[src/rtl/bet_entry.sv]
// bet_entry: collects one roulette bet from single-cycle button pulses.
// The player first sets a stake bounded by the balance latched at round start,
// then picks 1-4 distinct numbers with a wrapping cursor. The finished bet is
// offered downstream with a bet_valid/bet_ack handshake and held afterwards so
// later stages can still sample it.

module bet_entry #(
    parameter logic [15:0] AMT_STEP = 16'd10,
    parameter logic [5:0]  MAX_NUM  = 6'd36
) (
    input  logic        clk,
    input  logic        rst,
    input  logic        start,
    input  logic        btn_up,
    input  logic        btn_down,
    input  logic        btn_next,
    input  logic        btn_confirm,
    input  logic        bet_ack,
    input  logic [15:0] current_money,
    output logic [1:0]  state,
    output logic [15:0] bet_amount,
    output logic [2:0]  bet_count,
    output logic [23:0] bet_nums,
    output logic [5:0]  cursor,
    output logic        bet_valid,
    output logic        dup_err
);

    typedef enum logic [1:0] {
        IDLE    = 2'd0,
        AMOUNT  = 2'd1,
        NUMBERS = 2'd2,
        DONE    = 2'd3
    } state_t;

    // Only one button may act per cycle; this is the winner after priority.
    typedef enum logic [2:0] {
        ACT_NONE,
        ACT_CONFIRM,
        ACT_NEXT,
        ACT_UP,
        ACT_DOWN
    } action_t;

    state_t      state_q;
    action_t     action;
    logic [15:0] money_snap;
    logic [15:0] min_amt;
    logic [15:0] start_amt;
    logic [16:0] up_sum;
    logic [15:0] amt_up;
    logic [15:0] amt_down;
    logic [15:0] down_diff;
    logic [5:0]  cursor_up;
    logic [5:0]  cursor_down;
    logic        is_dup;
    logic        slots_full;
    logic [23:0] nums_insert;

    assign state = state_q;

    // Resolve simultaneous buttons: confirm beats next beats up beats down.
    always_comb begin
        action = ACT_NONE;
        if (btn_confirm)
            action = ACT_CONFIRM;
        else if (btn_next)
            action = ACT_NEXT;
        else if (btn_up)
            action = ACT_UP;
        else if (btn_down)
            action = ACT_DOWN;
    end

    // Stake bounds: the floor is one step, or the whole balance if smaller.
    always_comb begin
        min_amt   = (money_snap < AMT_STEP) ? money_snap : AMT_STEP;
        start_amt = (current_money < AMT_STEP) ? current_money : AMT_STEP;
    end

    // Stake after an up press, summed one bit wider so it can never wrap.
    always_comb begin
        up_sum = {1'b0, bet_amount} + {1'b0, AMT_STEP};
        if (up_sum > {1'b0, money_snap})
            amt_up = money_snap;
        else
            amt_up = up_sum[15:0];
    end

    // Stake after a down press, clamped at the floor including on underflow.
    always_comb begin
        down_diff = bet_amount - AMT_STEP;
        if (bet_amount < AMT_STEP)
            amt_down = min_amt;
        else if (down_diff < min_amt)
            amt_down = min_amt;
        else
            amt_down = down_diff;
    end

    // Cursor movement with wrap-around across 0..MAX_NUM.
    always_comb begin
        cursor_up   = (cursor >= MAX_NUM) ? 6'd0 : cursor + 6'd1;
        cursor_down = (cursor == 6'd0) ? MAX_NUM : cursor - 6'd1;
    end

    // Check the cursor against every occupied slot and prepare the slot write.
    always_comb begin
        is_dup     = 1'b0;
        slots_full = (bet_count >= 3'd4);
        for (int i = 0; i < 4; i++) begin
            if ((3'(i) < bet_count) && (bet_nums[6*i +: 6] == cursor))
                is_dup = 1'b1;
        end
        nums_insert = bet_nums;
        nums_insert[6*bet_count[1:0] +: 6] = cursor;
    end

    // Main bet-entry state machine; every output is registered here.
    always_ff @(posedge clk or negedge rst) begin
        if (!rst) begin
            state_q    <= IDLE;
            money_snap <= 16'd0;
            bet_amount <= 16'd0;
            bet_count  <= 3'd0;
            bet_nums   <= 24'hFFFFFF;
            cursor     <= 6'd0;
            bet_valid  <= 1'b0;
            dup_err    <= 1'b0;
        end else begin
            dup_err <= 1'b0;
            case (state_q)
                IDLE: begin
                    if (start && (current_money != 16'd0)) begin
                        money_snap <= current_money;
                        bet_amount <= start_amt;
                        bet_count  <= 3'd0;
                        bet_nums   <= 24'hFFFFFF;
                        state_q    <= AMOUNT;
                    end
                end
                AMOUNT: begin
                    case (action)
                        ACT_CONFIRM: begin
                            cursor  <= 6'd0;
                            state_q <= NUMBERS;
                        end
                        ACT_UP:   bet_amount <= amt_up;
                        ACT_DOWN: bet_amount <= amt_down;
                        default: ;
                    endcase
                end
                NUMBERS: begin
                    case (action)
                        ACT_CONFIRM: begin
                            if (bet_count != 3'd0) begin
                                bet_valid <= 1'b1;
                                state_q   <= DONE;
                            end
                        end
                        ACT_NEXT: begin
                            if (is_dup || slots_full) begin
                                dup_err <= 1'b1;
                            end else begin
                                bet_nums  <= nums_insert;
                                bet_count <= bet_count + 3'd1;
                            end
                        end
                        ACT_UP:   cursor <= cursor_up;
                        ACT_DOWN: cursor <= cursor_down;
                        default: ;
                    endcase
                end
                DONE: begin
                    if (bet_ack) begin
                        bet_valid <= 1'b0;
                        state_q   <= IDLE;
                    end
                end
                default: state_q <= IDLE;
            endcase
        end
    end

endmodule

[config.mk]
export PLATFORM = sky130hd
export DESIGN_NAME = bet_entry
export DESIGN_NICKNAME = d
export VERILOG_FILES = /design/src/rtl/bet_entry.sv
export SDC_FILE = /design/constraint.sdc
export NUM_CORES = 1
export LEC_CHECK = 0
export CAP_MARGIN = 25
export CORE_ASPECT_RATIO = 0.7
export CORE_MARGIN = 4
export CORE_UTILIZATION = 60
export CTS_CLUSTER_DIAMETER = 50
export CTS_CLUSTER_SIZE = 28
export DETAILED_ROUTE_END_ITERATION = 7
export PLACE_DENSITY = 0.86
export SLEW_MARGIN = 20
export SYNTH_ARGS = -nofsm -noshare
export SYNTH_HDL_FRONTEND = slang
export SYNTH_SLANG_ARGS = --single-unit
[constraint.sdc]
create_clock -name clk -period 9.79 [get_ports clk]
set_clock_uncertainty 0.2 [all_clocks]
set_input_delay 1.958 -clock clk [delete_from_list [all_inputs] [get_ports clk]]
set_output_delay 1.958 -clock clk [all_outputs]
set_load 0.05 [all_outputs]
==> results of run 1 <==
==> through the flow <==
step | setup slack, ns | instance area (um^2) | total power, mW | utilization [%]
6_report | 5.32 | 6720 | 2.21 | 74.1
5_1_grt | 5.05 | 6720 | 2.35 | 74.1
4_1_cts | 5.33 | 6710 | 2.18 | 74.0
3_5_place_dp | 5.10 | 6390 | 1.82 | 70.5
3_3_place_gp | 5.21 | 6390 | 1.75 | 70.5
2_1_floorplan | 5.67 | 5620 | 1.46 | -
==> cell type report <==
type	count	area, um^2	area share [%]
multi-input cells	514	3560	53.0
flip-flops and latches	69	1760	26.2
repair buffers	81	793	11.8
clock buffers	11	264	3.93
well taps	124	155	2.31
inverters	35	131	1.96
clock inverters	5	55.1	0.820
==> worst reg2reg max path, cell delays in order (launching register included) <==
cell and delay, ns:
dfrtp_1 0.48, inv_1 0.15, ha_1 0.27, nor2b_1 0.24, nand3b_1 0.23, nand2b_1 0.24, nor3_1 0.09, xor2_1 0.20
ha_1 0.34, nand4_1 0.11, or2_2 0.34, a311oi_1 0.44, o31ai_1 0.15, buf_4 0.20, nor2_2 0.36, o21ai_0 0.19
o211ai_1 0.13
==> power groups by stage <==
stage	Sequential, mW	Clock (mW)	Combinational [mW]
after floorplan	0.629	0	0.826
after global placement	0.529	0	1.22
after detailed placement	0.534	0	1.28
after CTS	0.531	0.349	1.30
after global routing	0.550	0.362	1.44
final	0.538	0.349	1.32
==> registers in the layout (all words and copies together), names as in the netlist <==
register / cells
bet_nums: 24
bet_amount: 16
money_snap: 16
cursor: 6
bet_count: 3
state: 2
bet_valid: 1
dup_err: 1
==> cells by family after synthesis <==
group / count (synthesis)
buf+inv: 75
flops: 69
compound gates: 170
other cells: 1
mux: 26
fa+ha+maj: 47
xor+xnor: 41
simple gates: 218
==> placed cells by master (no fill, tap or decap), types with 7 or more instances in the layout <==
cell             instances
a21oi_1                 27
a22o_1                   9
a22oi_1                  7
clkbuf_16               10
clkdlybuf4s50_1         75
conb_1                  12
dfrtp_1                 45
dfstp_2                 24
ha_1                    47
inv_1                   35
mux2_2                  15
mux2i_1                 10
nand2_1                 50
nand2b_1                 9
nand3_1                 18
nand3b_1                 7
nand4_1                 18
nor2_1                  51
nor3_1                  15
nor4_1                  15
o211ai_1                12
o21a_1                   8
o21ai_0                 49
or3_1                    7
xnor2_1                 19
xor2_1                  22
==> final timing paths <==
kind                            endpoint  slack [ns]  cells past startpoint
min reg2reg                    bet_valid        0.33                      2
min in group asynchronous  bet_amount[8]        1.61                      2
max                        bet_amount[9]        5.32                      6
min                            bet_valid        0.33                      2
max reg2reg                bet_amount[9]        5.35                     16
max in group asynchronous  money_snap[9]        7.18                      2
==> layer usage <==
metal	wire length, um	global-route usage (%)	share of wire [%]
met1	7480	47.2	44
met2	7060	44.4	42
met3	2010	8.69	12
met4	261	9.05	1.6
met5	0	0	0
==> results.py, run 1 <==
metrics = {
    "critical_path": {
        "cp_max_fo": 11,
        "critPathTopFamily": "simple AND/OR/NAND/NOR gates",
        "critPathCaptureType": "flop",
        "crit_required_ns": 9.83,
        "critPathLaunch": "btn_confirm",
        "path_cells": "clkdlybuf4s50_1 > nor4b_2 > nand3_1 > nor2_2 > o21ai_0 > o211ai_1",
        "cpPeakStageDelay_ns": 0.89,
        "crit_path_top_delay_cell": "nor4b_2",
        "worst-path-buf-inv": 1,
        "rr_startpoint": "bet_amount[1]",
        "cp.arrival_ns": 4.51,
        "critical_path_class": "in2reg",
        "critPathLaunchType": "input port",
    },
    "synthesis": {
        "yosys-top-cells-count": "nor2_1 (51), nand2_1 (50), o21ai_0 (49)",
        "yosys_warnings": 0,
        "synth_edf_count": 0,
        "synth.area.top_cells": "dfrtp_1 (20%), dfstp_2 (11%), ha_1 (11%)",
        "yosys.area_share.adder_pct": 10.5,
        "ys_seq_area_share_pct": 31.5,
        "synth_cells": 647,
        "synth_mux_area_share_pct": 5.03,
        "synth_top_family_by_area": "compound AO/OA/AOI/OAI gates",
        "synth_most_common_cell": "nor2_1",
        "synth_top_area_share_pct": 20.2,
        "async_flop_share_pct": 100,
        "ys_ff_latch": 69,
        "synth_compound_area_share_pct": 21.0,
        "synth_xor_area_share_pct": 6.44,
        "netlist_area_um2": 5580,
        "synth_area_leader_cell": "dfrtp_1",
        "synthDistinctLibCells": 64,
        "synthSimpleGateAreaFrac_pct": 19.9,
        "avgSynthCellArea_um2": 8.62,
        "synthFlopType": "dfrtp_1",
    },
    "timing": {
        "slew_headroom_pct": 30.0,
        "hold_violations": 0,
        "tns_ns": 0,
        "worstMarginPinSlew_ns": 1.04,
        "setup_viol_count_final": 0,
        "period_needed_ns": 4.47,
        "clock.fmax_mhz": 224,
        "rsz0062_at_grt": "no",
        "finalCritPeriodShare_pct": 45.7,
        "whs_ns": 0.328,
        "maxSlewViolCount": 0,
    },
    "drt": {
        "ant_nets": 0,
        "wl_per_cell_um": 20.0,
        "firstDrtPassIters": 6,
        "routed-via-count": 5460,
        "routed_wl_um": 16800,
        "drt_iter0_drc": 711,
        "drt_drc_violations_left": 0,
        "via_per_inst": 6.51,
    },
    "clock_tree": {
        "insertion_delay_ns": 0.34,
        "clockBufferDepth": 2,
        "numCtsBuffers": 9,
        "cts-root-buf": "clkbuf_16",
        "cts-resized-gates": 0,
        "cts.sinks": 69,
        "cts_tree": "done",
        "hold_buffers": 0,
        "cts.clk_slew.worst_paths_ns": 0.06,
        "h-tree-depth": 3,
        "cts_setup_buffers": 0,
    },
    "grt": {
        "grt_usage_pct": 31.6,
        "grt_pass1_vias": 5223,
        "grt_pass1_wl_um": 26800,
        "antenna_found_initial": 0,
        "grt_max_degree": 70,
        "grt_overflow": 0,
    },
    "power_and_ir_drop": {
        "power_leakage_nw": 2.73,
        "internal-power_mw": 1.09,
        "switching_power_mw": 1.12,
        "pwr-share-clk_pct": 15.8,
        "comb_power_share_pct": 59.8,
        "sw_frac_of_total_pct": 50.6,
        "vdd_drop_max_uv": 201,
        "seqPwrFrac_pct": 24.4,
        "power.density_nw_per_um2": 328,
    },
    "placement": {
        "io_buffers": 76,
        "dp_cells": 823,
        "gp_congestion": 0.968,
        "hpwl_um": 12300,
    },
    "status": {
        "outcome": "completed",
    },
    "min_path": {
        "worstHoldStart": "bet_valid",
        "worstHoldPathType": "reg2reg",
    },
    "die": {
        "fp.coreArea_um2": 9070,
        "die_y_um": 88.7,
        "io_pins": 77,
        "fp-row-count": 29,
        "initial_core_util_pct": 61.5,
        "dieArea_um2": 10900,
        "die_w_um": 123,
    },
    "cells_and_area": {
        "syn_to_final_growth_pct": 20.5,
        "fillers": 696,
        "diodes": 0,
        "layoutNonFillerInstCount": 839,
        "layout.nets": 781,
        "final_layout_size_suffix_gt1_share_pct": 11.2,
    },
    "run": {
        "max-cap-violations": 0,
    },
}
No activity file was read; power rests on OpenSTA's default activity.
==> inputs of run 2 (changes only) <==
- CORE_UTILIZATION: 60 -> 56
- PLACE_DENSITY: 0.86 -> 0.81
- clock period: 9.79 -> 4.3 ns (I/O delays scaled with it)
==> run 2 against run 1 <==
Compared with the run above: count of clock-buffer cells in the layout unchanged; non-clock buffer count up 24; sequential power increased by 120%; via count increased by 0.84%; critical path type is now reg2reg; sequential share of layout area decreased by 0.83 points; register-to-register slack worse by 5.2 ns; worst setup slack lost 5.2 ns; combinational power is 140% higher.
==> results.py, run 2 (synthesis results as in run 1) <==
metrics = {
    "placement": {
        "hpwl_um": 13300,
        "io_buffers": 76,
        "post-place-ws_ns": 0.158,
        "gp_congestion": 0.970,
    },
    "critical_path": {
        "crit_path_top_delay_cell": "dfrtp_1",
        "critical_path_class": "reg2reg",
        "worst-path-buf-inv": 2,
        "cp_max_fo": 9,
        "critPathTopFamily": "simple AND/OR/NAND/NOR gates",
        "crit_cells": 16,
        "critPathCaptureType": "flop",
        "cpPeakStageDelay_ns": 0.46,
        "cp.arrival_ns": 4.24,
        "critPathLaunchType": "flop",
        "crit_required_ns": 4.35,
        "path_cells": "inv_1 > ha_1 > nor2b_2 > nand3b_1 > nand2b_1 > nor3_1 > xor2_1 > ha_1 > nand4_1 > or2_2 > a311oi_2 > o31ai_4 > buf_4 > or2_2 > or3_1 > o211ai_1",
        "rr_worst_depth": 16,
    },
    "die": {
        "io_pins": 77,
        "fp-row-count": 30,
        "die_y_um": 91.5,
        "dieArea_um2": 11600,
        "die_w_um": 127,
        "initial_core_util_pct": 57.6,
        "fp.coreArea_um2": 9680,
    },
    "drt": {
        "wl_per_cell_um": 20.2,
        "via_per_inst": 6.35,
        "routed_wl_um": 17500,
        "ant_nets": 0,
        "routed-via-count": 5506,
        "drt_iter0_drc": 686,
        "drt_drc_violations_left": 0,
        "firstDrtPassIters": 5,
    },
    "timing": {
        "worstMarginPinSlew_ns": 1.03,
        "setup_viol_count_final": 0,
        "slew_headroom_pct": 31.4,
        "setup_slack_ns": 0.111,
        "hold_violations": 0,
        "tns_ns": 0,
        "clock.fmax_mhz": 239,
        "period_needed_ns": 4.19,
        "maxSlewViolCount": 0,
        "finalCritPeriodShare_pct": 97.4,
    },
    "power_and_ir_drop": {
        "finalPower_mw": 5.13,
        "sw_frac_of_total_pct": 50.2,
        "switching_power_mw": 2.57,
        "seqPwrFrac_pct": 23.5,
        "power_leakage_nw": 2.84,
        "internal-power_mw": 2.55,
        "power.density_nw_per_um2": 739,
        "vdd_drop_max_uv": 413,
        "comb_power_share_pct": 61.0,
        "pwr-share-clk_pct": 15.5,
    },
    "grt": {
        "grt_overflow": 0,
        "grt_pass1_wl_um": 28400,
        "grt_pass1_vias": 5340,
        "grt_max_degree": 33,
        "grt_usage_pct": 30.8,
        "antenna_found_initial": 0,
    },
    "clock_tree": {
        "insertion_delay_ns": 0.34,
        "h-tree-depth": 3,
        "cts.sinks": 69,
        "numCtsBuffers": 9,
        "cts_setup_buffers": 0,
        "cts.clk_slew.worst_paths_ns": 0.06,
        "cts-root-buf": "clkbuf_16",
        "hold_buffers": 0,
        "cts_tree": "done",
        "clockBufferDepth": 2,
    },
    "run": {
        "max-cap-violations": 0,
    },
    "cells_and_area": {
        "final_common_cell": "clkdlybuf4s50_1",
        "syn_to_final_growth_pct": 24.4,
        "largest_reg_flops": 24,
        "final_layout_size_suffix_gt1_share_pct": 14.7,
        "diodes": 0,
        "layout.nets": 805,
        "top_register": "bet_nums",
        "utilization_pct": 71.6,
        "reg_top3": "bet_nums (24), bet_amount (16), money_snap (16)",
        "layout_common_cells": "clkdlybuf4s50_1 (75), nor2_1 (51), nand2_1 (50)",
    },
    "min_path": {
        "min_delay_path_depth": 1,
        "worstHoldPathType": "reg2reg",
    },
    "status": {
        "outcome": "completed",
    },
}
## run 2: cell types whose count changed in the layout (fill, tap and decap cells not counted), sizes merged
cell      change
clkinvlp      +1
buf          +23
inv           -1
clkbuf        +1
## run 2: what timing repair did
item	4_1_cts	5_1_grt
hold endpoints to repair	0	0
resized for setup	0	9
setup endpoints to repair	0	15
## run 2: final cells by class
type                    instances  area (um^2)
repair buffers                105          971
well taps                     128          160
inverters                      35          131
multi-input cells             514         3600
flip-flops and latches         69         1760
fillers                       764         2750
clock inverters                 5         56.3
clock buffers                  11          264
## run 2: stage by stage
step                cells  instance area, um^2  hold slack (ns)
finish                867                 6940            0.335
global route          867                 6940            0.368
CTS                   866                 6890            0.336
detailed placement    850                 6570            0.316
global placement      850                 6570            0.313
floorplan             658                 5620            0.295
## run 2: final timing paths
path / startpoint / endpoint / slack, ns
max: bet_amount[1] / bet_amount[6] / 0.11
min: money_snap[7] / money_snap[7] / 0.33
max reg2reg: bet_amount[1] / bet_amount[6] / 0.11
min reg2reg: money_snap[7] / money_snap[7] / 0.33
max in group asynchronous: rst / bet_nums[22] / 2.67
min in group asynchronous: rst / money_snap[13] / 0.36
## run 2: worst reg2reg max path: stages, from the launching register on
cell	delay, ns
dfrtp_1	0.46
inv_1	0.16
ha_1	0.23
nor2b_2	0.07
nand3b_1	0.26
nand2b_1	0.27
nor3_1	0.21
xor2_1	0.13
ha_1	0.32
nand4_1	0.10
or2_2	0.31
a311oi_2	0.31
o31ai_4	0.10
buf_4	0.19
or2_2	0.28
or3_1	0.34
o211ai_1	0.13
## run 2: power groups by stage
stage	clock network (mW)	logic [mW]	registers [mW]
after global routing	0.831	3.42	1.23
after CTS	0.801	3.01	1.19
final	0.792	3.13	1.21
after detailed placement	0	2.99	1.20
after floorplan	0	1.88	1.43
after global placement	0	2.88	1.19
## run 2: per-layer routing
layer	up-vias	global-route usage [%]	share of wire [%]
met5	-	0	0
met4	0	5.98	1.2
met3	25	8.47	12
met2	325	44.1	42
met1	2633	46.2	45
li1	2523	-	-
==> inputs of run 3 (changes only) <==
- CORE_ASPECT_RATIO: 0.7 -> not set
- SLEW_MARGIN: 20 -> not set
==> run 3 against run 2 <==
Compared with the run above: core utilization down 2.1 points; worst setup slack lost 0.048 ns; global-route usage down 1.8 points; critical path depth shrank 3; sequential cell count unchanged; die area decreased by 0.22%; cell area fell by 2.4%; fmax is 1.1% lower; first-iteration DRC count shrank 31%.
==> results.py, run 3 (synthesis results as in run 1) <==
metrics = {
    "status": {
        "outcome": "completed",
    },
    "grt": {
        "grt_busiest_layer": "met2",
        "grt_use_met3_pct": 6.48,
        "met2_usage_pct": 43.0,
        "antenna_found_initial": 0,
        "grtUsageMet1_pct": 42.2,
        "grt_usage_pct": 29.0,
        "grt_overflow": 0,
        "grt_pass1_wl_um": 26400,
        "grt_pass1_vias": 5074,
        "grt_max_degree": 46,
    },
    "die": {
        "die_w_um": 108,
        "dieArea_um2": 11600,
        "io_pins": 77,
        "die_y_um": 108,
        "fp-row-count": 36,
        "fp.coreArea_um2": 9730,
        "initial_core_util_pct": 57.3,
    },
    "power_and_ir_drop": {
        "power.density_nw_per_um2": 716,
        "internal-power_mw": 2.36,
        "vdd_drop_max_uv": 509,
        "pwr-share-clk_pct": 11.5,
        "power_leakage_nw": 2.77,
        "finalPower_mw": 4.85,
        "seqPwrFrac_pct": 24.9,
        "sw_frac_of_total_pct": 51.3,
        "switching_power_mw": 2.49,
        "comb_power_share_pct": 63.6,
    },
    "timing": {
        "finalCritPeriodShare_pct": 98.5,
        "period_needed_ns": 4.24,
        "clock.fmax_mhz": 236,
        "slew_headroom_pct": 40.7,
        "hold_violations": 0,
        "rsz0062_at_grt": "yes",
        "whs_ns": 0.312,
        "worstMarginPinSlew_ns": 0.885,
        "setup_viol_count_final": 0,
        "maxSlewViolCount": 0,
    },
    "clock_tree": {
        "cts_tree": "done",
        "hold_buffers": 0,
        "cts-resized-gates": 0,
        "cts_setup_buffers": 0,
        "cts.clk_slew.worst_paths_ns": 0.08,
        "cts.sinks": 69,
        "h-tree-depth": 3,
        "clockBufferDepth": 2,
        "numCtsBuffers": 9,
        "insertion_delay_ns": 0.37,
        "cts-root-buf": "clkbuf_8",
    },
    "cells_and_area": {
        "largest_reg_flops": 24,
        "reg_top3": "bet_nums (24), bet_amount (16), money_snap (16)",
        "fin_area_um2": 6770,
        "final_common_cell": "clkdlybuf4s50_1",
        "layout.nets": 800,
        "final_layout_size_suffix_gt1_share_pct": 13.4,
        "syn_to_final_growth_pct": 21.4,
        "diodes": 0,
        "top_register": "bet_nums",
        "layout_common_cells": "clkdlybuf4s50_1 (75), nor2_1 (51), nand2_1 (50)",
    },
    "drt": {
        "ant_nets": 0,
        "routed_wl_um": 16400,
        "routed-via-count": 5333,
        "drt_iter0_drc": 473,
        "firstDrtPassIters": 5,
        "drt_drc_violations_left": 0,
        "via_per_inst": 6.15,
        "wl_per_cell_um": 18.9,
    },
    "placement": {
        "io_buffers": 76,
        "placed_area_um2": 6540,
        "hpwl_um": 12300,
        "gp_congestion": 0.964,
    },
    "critical_path": {
        "critPathCaptureType": "flop",
        "cp_max_fo": 8,
        "crit_required_ns": 4.35,
        "critPathLaunchType": "flop",
        "cp.arrival_ns": 4.29,
        "critical_path_class": "reg2reg",
    },
    "run": {
        "max-cap-violations": 0,
    },
    "min_path": {
        "worstHoldPathType": "in2async",
    },
}
-- run 3: critical path: stages (launching register included) --
cell and delay [ns]:
dfrtp_1 0.43, o21ai_1 0.27, nand3_1 0.14, or4_1 0.43
xnor2_1 0.23, ha_1 0.29, a2111oi_0 0.46, o21ai_1 0.15
a31o_1 0.25, o31ai_2 0.41, buf_4 0.24, o22ai_1 0.09
a21oi_1 0.18, mux2_1 0.35
-- run 3: worst paths after layout --
check / startpoint / to / slack, ns / cells after the start
worst max-delay path: bet_amount[1] / bet_amount[0] / 0.06 / 13
worst min-delay path: rst / bet_nums[4] / 0.31 / 1
worst max register to register: bet_amount[1] / bet_amount[0] / 0.06 / 13
worst min register to register: money_snap[14] / money_snap[14] / 0.34 / 1
max in group asynchronous: rst / bet_nums[0] / 3.19 / 2
min in group clk: money_snap[14] / money_snap[14] / 0.34 / 1
-- run 3: area by class of cell --
class / count / area [um^2]
clock buffers: 14 / 194
clock inverters: 2 / 11.3
fillers: 814 / 2960
inverters: 35 / 131
multi-input cells: 514 / 3560
flip-flops and latches: 69 / 1760
well taps: 133 / 166
repair buffers: 100 / 948
-- run 3: power groups by stage --
stage	clock (mW)	combinational (mW)	sequential, mW
after CTS	0.565	3.03	1.20
after global routing	0.590	3.37	1.24
after detailed placement	0	3.01	1.21
final	0.556	3.09	1.21
after floorplan	0	1.88	1.43
after global placement	0	2.93	1.19
-- run 3: layer usage --
| metal | part of all wire [%] | wire length (um) |
|---|---|---|
| met3 | 8.5 | 1390 |
| met2 | 45 | 7310 |
| met4 | 1.8 | 289 |
| met5 | 0 | 0 |
| met1 | 45 | 7420 |
-- run 3: metrics by stage --
stage,worst slack [ns],util [%],cells,TNS [ns]
3_3_place_gp,0.273,67.2,850,0
4_1_cts,0.0759,69.3,866,0
3_5_place_dp,0.0977,67.2,850,0
5_1_grt,-0.138,69.6,867,-0.138
2_1_floorplan,0.175,-,658,0
6_report,0.0624,69.6,867,0
